`src/rtl/tt_slot_mux_pkg.sv`:
```
// Shared types and bus field offsets for the slot mux.
// Build option: TT_SLOT_MUX_OE_MASK_EN masks uio_out with uio_oe in RUN.
package tt_slot_mux_pkg;

  typedef enum logic [1:0] {
    IDLE,
    GUARD,
    RESET,
    RUN
  } state_t;

  localparam int IW_CLK         = 0;
  localparam int IW_RST_N       = 1;
  localparam int OW_UIO_OUT_LSB = 8;
  localparam int OW_UIO_OE_LSB  = 16;
  localparam int OW_FIELD_W     = 8;

  function automatic int cnt_width(input int g, input int r);
    int m;
    m = (g > r) ? g : r;
    return (m > 1) ? $clog2(m) : 1;
  endfunction

endpackage

```
`src/rtl/tt_slot_mux_seq.sv`:
```
// Slot switch sequencer: select handshake, guard/reset timing,
// target and live-slot registers.
module tt_slot_mux_seq
  import tt_slot_mux_pkg::*;
#(
  parameter int N_SLOTS      = 4,
  parameter int GUARD_CYCLES = 2,
  parameter int RST_CYCLES   = 4,
  parameter int SW           = $clog2(N_SLOTS) + 1
) (
  input  logic          clk,
  input  logic          rst,
  input  logic          sel_valid,
  input  logic [SW-1:0] sel_addr,
  output logic          sel_ready,
  output logic          accept,
  output state_t        state,
  output logic [SW-1:0] active,
  output logic          busy
);

  localparam int CW = cnt_width(GUARD_CYCLES, RST_CYCLES);
  localparam logic [SW-1:0] NONE   = SW'(N_SLOTS);
  localparam logic [CW-1:0] G_LAST = CW'(GUARD_CYCLES - 1);
  localparam logic [CW-1:0] R_LAST = CW'(RST_CYCLES - 1);

  logic [CW-1:0] cnt;
  logic [SW-1:0] target;

  assign sel_ready = (state == IDLE) || (state == RUN);
  assign busy      = (state == GUARD) || (state == RESET);
  assign accept    = sel_valid && sel_ready;

  always_ff @(posedge clk) begin
    if (rst) begin
      state  <= IDLE;
      cnt    <= '0;
      target <= NONE;
      active <= NONE;
    end else begin
      unique case (state)
        IDLE, RUN: begin
          if (accept) begin
            state  <= GUARD;
            target <= sel_addr;
            cnt    <= '0;
            active <= NONE;
          end
        end
        GUARD: begin
          if (cnt == G_LAST) begin
            cnt <= '0;
            if (target >= NONE) begin
              state  <= IDLE;
              active <= NONE;
            end else begin
              state  <= RESET;
              active <= target;
            end
          end else begin
            cnt <= cnt + 1'b1;
          end
        end
        RESET: begin
          if (cnt == R_LAST) begin
            cnt   <= '0;
            state <= RUN;
          end else begin
            cnt <= cnt + 1'b1;
          end
        end
        default: state <= IDLE;
      endcase
    end
  end

endmodule

```
`src/rtl/tt_slot_mux_ctrl.sv`:
```
// Pad-to-slot multiplexer: one live project slot, sequenced switching.
// Build option: TT_SLOT_MUX_OE_MASK_EN zeroes undriven uio_out bits.
module tt_slot_mux_ctrl
  import tt_slot_mux_pkg::*;
#(
  parameter int N_SLOTS      = 4,
  parameter int IW           = 18,
  parameter int OW           = 24,
  parameter int GUARD_CYCLES = 2,
  parameter int RST_CYCLES   = 4,
  parameter int SW           = $clog2(N_SLOTS) + 1
) (
  input  logic                  clk,
  input  logic                  rst,
  input  logic                  sel_valid,
  output logic                  sel_ready,
  input  logic [SW-1:0]         sel_addr,
  input  logic [IW-1:0]         pad_in,
  output logic [OW-1:0]         pad_out,
  output logic [N_SLOTS-1:0]    slot_ena,
  output logic [N_SLOTS*IW-1:0] slot_iw,
  input  logic [N_SLOTS*OW-1:0] slot_ow,
  output logic [SW-1:0]         active,
  output logic                  busy
);

  state_t        state;
  logic          accept;
  logic          st_reset;
  logic          st_run;
  logic [IW-1:0] iw_live;
  logic [OW-1:0] ow_sel;
  logic [OW-1:0] ow_next;

  tt_slot_mux_seq #(
    .N_SLOTS      (N_SLOTS),
    .GUARD_CYCLES (GUARD_CYCLES),
    .RST_CYCLES   (RST_CYCLES),
    .SW           (SW)
  ) u_seq (
    .clk       (clk),
    .rst       (rst),
    .sel_valid (sel_valid),
    .sel_addr  (sel_addr),
    .sel_ready (sel_ready),
    .accept    (accept),
    .state     (state),
    .active    (active),
    .busy      (busy)
  );

  assign st_reset = (state == RESET);
  assign st_run   = (state == RUN);

  always_comb begin
    iw_live = '0;
    unique case (1'b1)
      st_reset: begin
        iw_live           = pad_in;
        iw_live[IW_RST_N] = 1'b0;
      end
      st_run:  iw_live = pad_in;
      default: iw_live = '0;
    endcase
  end

  always_comb begin
    slot_ena = '0;
    slot_iw  = '0;
    ow_sel   = '0;
    for (int k = 0; k < N_SLOTS; k++) begin
      if (active == SW'(k)) begin
        slot_ena[k]          = st_reset || st_run;
        slot_iw[k*IW +: IW]  = iw_live;
        ow_sel               = slot_ow[k*OW +: OW];
      end
    end
  end

  always_comb begin
    ow_next = ow_sel;
`ifdef TT_SLOT_MUX_OE_MASK_EN
    ow_next[OW_UIO_OUT_LSB +: OW_FIELD_W] =
      ow_sel[OW_UIO_OUT_LSB +: OW_FIELD_W] &
      ow_sel[OW_UIO_OE_LSB +: OW_FIELD_W];
`endif
  end

  // Cleared on accept so the first GUARD cycle already reads zero.
  always_ff @(posedge clk) begin
    if (rst) begin
      pad_out <= '0;
    end else if (st_run && !accept) begin
      pad_out <= ow_next;
    end else begin
      pad_out <= '0;
    end
  end

endmodule

```
`config.mk`:
```
export PLATFORM = sky130hd
export DESIGN_NAME = tt_slot_mux_ctrl
export DESIGN_NICKNAME = d
export VERILOG_FILES = /design/src/rtl/tt_slot_mux_pkg.sv /design/src/rtl/tt_slot_mux_seq.sv /design/src/rtl/tt_slot_mux_ctrl.sv
export SDC_FILE = /design/constraint.sdc
export NUM_CORES = 1
export LEC_CHECK = 0
export ABC_AREA = 1
export CAP_MARGIN = 10
export CORE_MARGIN = 4
export CORE_UTILIZATION = 31
export CTS_BUF_LIST = sky130_fd_sc_hd__clkbuf_8
export CTS_CLUSTER_SIZE = 16
export DETAILED_ROUTE_END_ITERATION = 16
export PLACE_DENSITY = 0.85
export SLEW_MARGIN = 20
export SYNTH_ARGS = -nofsm -noshare
export SYNTH_HDL_FRONTEND = slang
export SYNTH_SLANG_ARGS = --single-unit
export TNS_END_PERCENT = 50
```
`constraint.sdc`:
```
create_clock -name clk -period 1.7 [get_ports clk]
set_input_delay 0.17 -clock clk [delete_from_list [all_inputs] [get_ports clk]]
set_output_delay 0.17 -clock clk [all_outputs]
set_load 0.02 [all_outputs]
```
# Yosys cells after proc, flatten, opt, wreduce, memory -nomap -nowiden
# Cells that the tools add are included.
[totals] regBits=34 input_bits=120 output_inout_bits=105 wordCells=59
[classes] n_addsub=1 n_lt_le_gt_ge=1 eq_ne=11 muxes=26 n_bitwise=1 n_reduce_logical=14
[op_table] cell="24-bit two-way mux" count=4
[op_table] cell="18-bit two-way mux" count=4
[op_table] cell="18-bit one-hot mux with 2 select lines" count=1
[op_table] cell="2-bit two-way mux" count=7
[op_table] cell="2-bit one-hot mux with 3 select lines" count=2
[op_table] cell="3-bit two-way mux" count=3
[op_table] cell="2-bit == test (second input constant)" count=3
[op_table] cell="3-bit by 2-bit == test with 1-bit output (second input constant)" count=2
[op_table] cell="3-bit one-hot mux with 2 select lines" count=1
[op_table] cell="3-bit AND reduction" count=2
[op_table] cell="2-bit by 1-bit == test with 1-bit output (second input constant)" count=2
[op_table] cell="1-bit two-way mux" count=4
[op_table] cell="2-bit inequality test (second input constant)" count=2
[op_table] cell="2-bit OR reduction" count=2
[op_table] cell="3-bit by 1-bit == test with 1-bit output (second input constant)" count=1
[op_table] cell="3-bit greater-or-equal comparator (second input constant)" count=1
[op_table] cell="3-bit logical NOT" count=1
[op_table] cell="1-bit logical OR" count=3
[op_table] cell="2-bit by 1-bit adder with 2-bit output (second input constant)" count=1
[op_table] cell="1-bit logical AND" count=2
[op_table] cell="2-bit logical NOT" count=1
[op_table] cell="2-bit by 1-bit inequality test with 1-bit output (second input constant)" count=1
[op_table] cell="2-bit AND reduction" count=1
[op_table] cell="2-bit nonzero test" count=1
[op_table] cell="other kinds (2)" count=2

# Logic depth before layout (Yosys ltp)
[depth] word_depth=7 mapped_depth=10 ltp_nobuf=9

# Cells and area by module
# Synthesis repeated with hierarchy kept, for this count alone.
[unflattened] hier_cells=436 area_unflattened_um2=2544.9
[by_module_without_submodules] module="tt_slot_mux_ctrl" n_inst=1 cells_per_inst=354 area_per_inst_um2=1995.7 seq_area_each_um2=480.5
[by_module_without_submodules] module="tt_slot_mux_seq" n_inst=1 cells_per_inst=82 area_per_inst_um2=549.3 seq_area_each_um2=200.2

# Worst setup path before layout
# Ideal clock, no wire load.
[synth_path] path_type="register to register" from="reg u_seq.state[1]" to="reg u_seq.active[1]" setup_time_ns=0.109 t_arrival_ns=1.733 t_required_ns=1.591 path_slack_ns=-0.142 path_stages_with_launch=10 synth_period_minus_slack_ns=1.842 cell_sequence="dfxtp_1 > clkbuf_1 > inv_1 > ha_1 > inv_2 > nand2_1 > a21oi_1 > nand2_1 > nand2_1 > nor2_1"
[synth_via] elab_chain_len=5 word_cells_on_any_way=11
[synth_lines] element="start: declaration" line="tt_slot_mux_seq.sv:17" text="output state_t state,"
[synth_lines] element="start signal: assignment" line="tt_slot_mux_seq.sv:36" text="state <= IDLE;"
[synth_lines] element="start signal: assignment" line="tt_slot_mux_seq.sv:44" text="state <= GUARD;"
[synth_lines] element="start signal: assignment" line="tt_slot_mux_seq.sv:54" text="state <= IDLE;"
[synth_lines] element="2-bit == test or 2-bit logical NOT (tied branches)" line="tt_slot_mux_seq.sv:30" text="assign sel_ready = (state == IDLE) || (state == RUN);"
[synth_lines] element="1-bit logical OR (*)" line="tt_slot_mux_seq.sv:30"
[synth_lines] element="named net sel_ready" line="tt_slot_mux_ctrl.sv:16" text="output logic sel_ready,"
[synth_lines] element="1-bit logical AND (*)" line="tt_slot_mux_seq.sv:32" text="assign accept = sel_valid && sel_ready;"
[synth_lines] element="2-bit inequality test (no line) (*)"
[synth_lines] element="3-bit AND reduction (no line) (*)"
[synth_lines] element="end signal: assignment" line="tt_slot_mux_seq.sv:58" text="active <= target;"
[synth_lines] element="end: declaration" line="tt_slot_mux_seq.sv:18" text="output logic [SW-1:0] active,"
# The timed path passes the listed nets; every way through them passes the cells marked *.
# A chain may end at the register's enable or synchronous reset.

# Worst setup path after layout
[layout_path] from="reg u_seq.active[2]" to="out slot_iw[7]"
[layout_via] elab_chain_len=2
[layout_lines] element="3-bit logical NOT" line="tt_slot_mux_ctrl.sv:72" text="if (active == SW'(k)) begin"
[layout_lines] element="18-bit two-way mux" line="tt_slot_mux_ctrl.sv:72"
[layout_lines] element="end: declaration" line="tt_slot_mux_ctrl.sv:21" text="output logic [N_SLOTS*IW-1:0] slot_iw,"
# Every way passes these cells.

==> flow_metrics.tcl <==
set metrics [dict create \
    die_area_mm2 0.01072 \
    synthTopCellsByCount "nor2_1, nand2_1, dfxtp_1, nand3_1" \
    power.density_mw_per_mm2 535.0 \
    hold_viol_final 0 \
    overflow 0 \
    reg2regPathDepth 11 \
    min-delay-start "sel_addr[2]" \
    synth.distinct_cells 26 \
    whs_ns 0.4466 \
    worst_setup_path_start_kind "register" \
    required_ns 1.53 \
    pwr-share-clk_pct 24.8 \
    vias 3962 \
    whs_path_depth 3 \
    gr-usage-all-layers_pct 22.49 \
    drt_iter0_drc 185 \
    setup_viol_count_final 27 \
    synth_top_area_share_pct 24.06 \
    cts_buffers 5 \
    p_total_mw 2.990 \
    p_leak_nw 2.500 \
    outcome "complete, but fails checks" \
    syn_area_mm2 0.002829 \
    max_freq_ghz 0.5522 \
    fp-row-count 34 \
    synth_area_leaders "dfxtp_1, nor2_1, nand2_1" \
    slew_viol_final 0 \
    use_met3_pct 5.162 \
    p_seq_share_pct 29.6 \
    yosysMostFrequentCell "nor2_1" \
    die_y_um 103.5 \
    htree_levels 2 \
    synthFlopType "dfxtp_1" \
    met2_usage_pct 41.64 \
    grt_pass1_vias 3919 \
    cts_tree "built" \
    register_area_um2 699.4 \
    syn_to_final_growth_pct 97.57 \
    n_antenna_cell 0 \
    r2r-start "u_seq.state[0]" \
    cp-startpoint "u_seq.active[2]" \
    min_path_type "in2reg" \
    dr.pass1.iters 4 \
    synth_top_cell_by_area "dfxtp_1" \
    place_congestion 0.8354 \
    skew_ns 0.006721 \
    tightest_slew_ns 0.6481 \
    drt_wl_total_um 13270 \
    maxCapViolations 0 \
    p_int_mw 1.862 \
    via_per_inst 4.959 \
    wl_per_cell_um 16.61 \
    cp_max_fo 5 \
    drc 0 \
    fin_tns_setup_ns -1.356 \
    syn-num-nets 573 \
    synthArstFlopShare_pct 0 \
    ys_seq_elements 34 \
    crit_arrival_ns 1.64 \
    cts.sink_count 34 \
    violations "negative setup slack" \
    min_period_ns 1.811 \
    swShare_pct 37.71 \
    ir_drop_mv 0.4555 \
    grt_busiest_layer "met2" \
    grt_max_degree 50 \
    yosys_warnings 0 \
    power_frac_comb_pct 45.6 \
    port_buffers 224 \
    io_pins 225 \
    route.antenna.remaining_nets 0 \
    fin_area_mm2 0.005589 \
    clk_latency_ns 0.28 \
    cp-end-kind "primary output" \
    syn_avg_cell_area_um2 6.357 \
    period_share_pct 106.5 \
    dieWidth_um 103.5 \
    path_clk_slew_ns 0.08 \
    path_class "reg2out" \
    nFillCells 738 \
    yosysSeqAreaShare_pct 24.06 \
    relSlewSlack_pct 56.79 \
    rsz0062_at_grt "true" \
    dpl.hpwl_um 9635 \
    switchingPower_mw 1.128 \
    fin_nets 818 \
    layout-drive-gt1-share_pct 31.98 \
    cts_hold_buf 0 \
    place_area_mm2 0.005213 \
    multi_input_area_mm2 0.001914 \
    cts_root_buf "clkbuf_8" \
    clockBufferDepth 2 \
    fin_util_pct 63.47 \
    core-area_mm2 0.008806 \
    antenna_found_initial 0 \
    grt_first_pass_wirelength_um 20030 \
    synth_edf_count 0 \
    grt_util_met1_pct 25.50 \
    syn_inst 445 \
    fin_ws_ns -0.1110 \
    start_util_pct 32.13 \
]
per-layer routing:
layer	wire [µm]	share of wire, %
met1	5005	38
met2	7069	53
met4	324	2.4
met3	875	6.6
met5	0	0
final timing paths:
kind,to,slack [ns]
max,slot_iw[7],-0.11
min,u_seq.target[2],0.45
max reg2reg,u_seq.active[1],0.05
min reg2reg,u_seq.target[2],0.49
cell families after synthesis:
kind of cell               share of synthesized area (%)
and+or+nand+nor                                    51.57
adders and majority gates                          3.538
DFF                                                24.06
AOI/OAI and AO/OA                                  6.192
buffers and inverters                              14.64
cells in the final DEF, fill, tap and decap left out, drive strengths merged:
cell type      Yosys  layout
clkinvlp           0       1
nor3               1       1
a21oi              3       3
bufinv             0       1
nand4             24      24
buf               27     106
nand3             55      55
dlygate4sd2        0       1
ha                 8       8
clkdlybuf4s50      0     145
nand2             86      86
clkdlybuf4s15      0      12
o21ai             26      26
nor2             138     138
dfxtp             34      34
clkinv             1       1
clkbuf             4      10
o211ai             1       1
inv               37      38
stage by stage:
step | setup slack (ns) | cells
after global routing | -0.1736 | 799
after detailed placement | -0.2294 | 776
final | -0.1110 | 799
after global placement | -0.1685 | 776
after CTS | -0.1357 | 792
after floorplan | 0.04289 | 445
state kept, by name (all words and copies together), names as in the netlist:
register	flops
pad_out	24
u_seq.active	3
u_seq.target	3
u_seq.cnt	2
u_seq.state	2
power by group through the flow:
stage,logic [mW],clock network (mW),registers (mW)
finish,1.36,0.742,0.885
global route,1.48,0.800,0.889
CTS,1.27,0.771,0.890
detailed placement,1.25,0,0.892
global placement,1.21,0,0.889
floorplan,0.705,0,0.892
layout make-up:
| class | count | share of cell area (%) |
|---|---|---|
| inverter | 38 | 2.731 |
| sequential | 34 | 12.51 |
| clock inverter | 3 | 0.7388 |
| tap | 108 | 2.418 |
| timing repair buffer | 269 | 46.12 |
| multi-input combinational | 342 | 34.25 |
| clock buffer | 5 | 1.231 |
worst max-delay path, cell delays in order, from the launching register on:
cell and delay, ns:
dfxtp_4 0.37, nor2_4 0.11, inv_2 0.06, nor2_4 0.16, nand2_4 0.08, buf_12 0.13, buf_8 0.13, buf_6 0.12
nor2_4 0.08, buf_6 0.12
what timing repair did:
| action | CTS | global route |
|---|---|---|
| pin swaps | 3 | 9 |
| gates resized for setup | 315 | 116 |
| setup endpoints to repair | 81 | 78 |
| buffers inserted | 8 | 7 |
| cloned | 0 | 1 |
No activity file was read; power rests on OpenSTA's default activity.
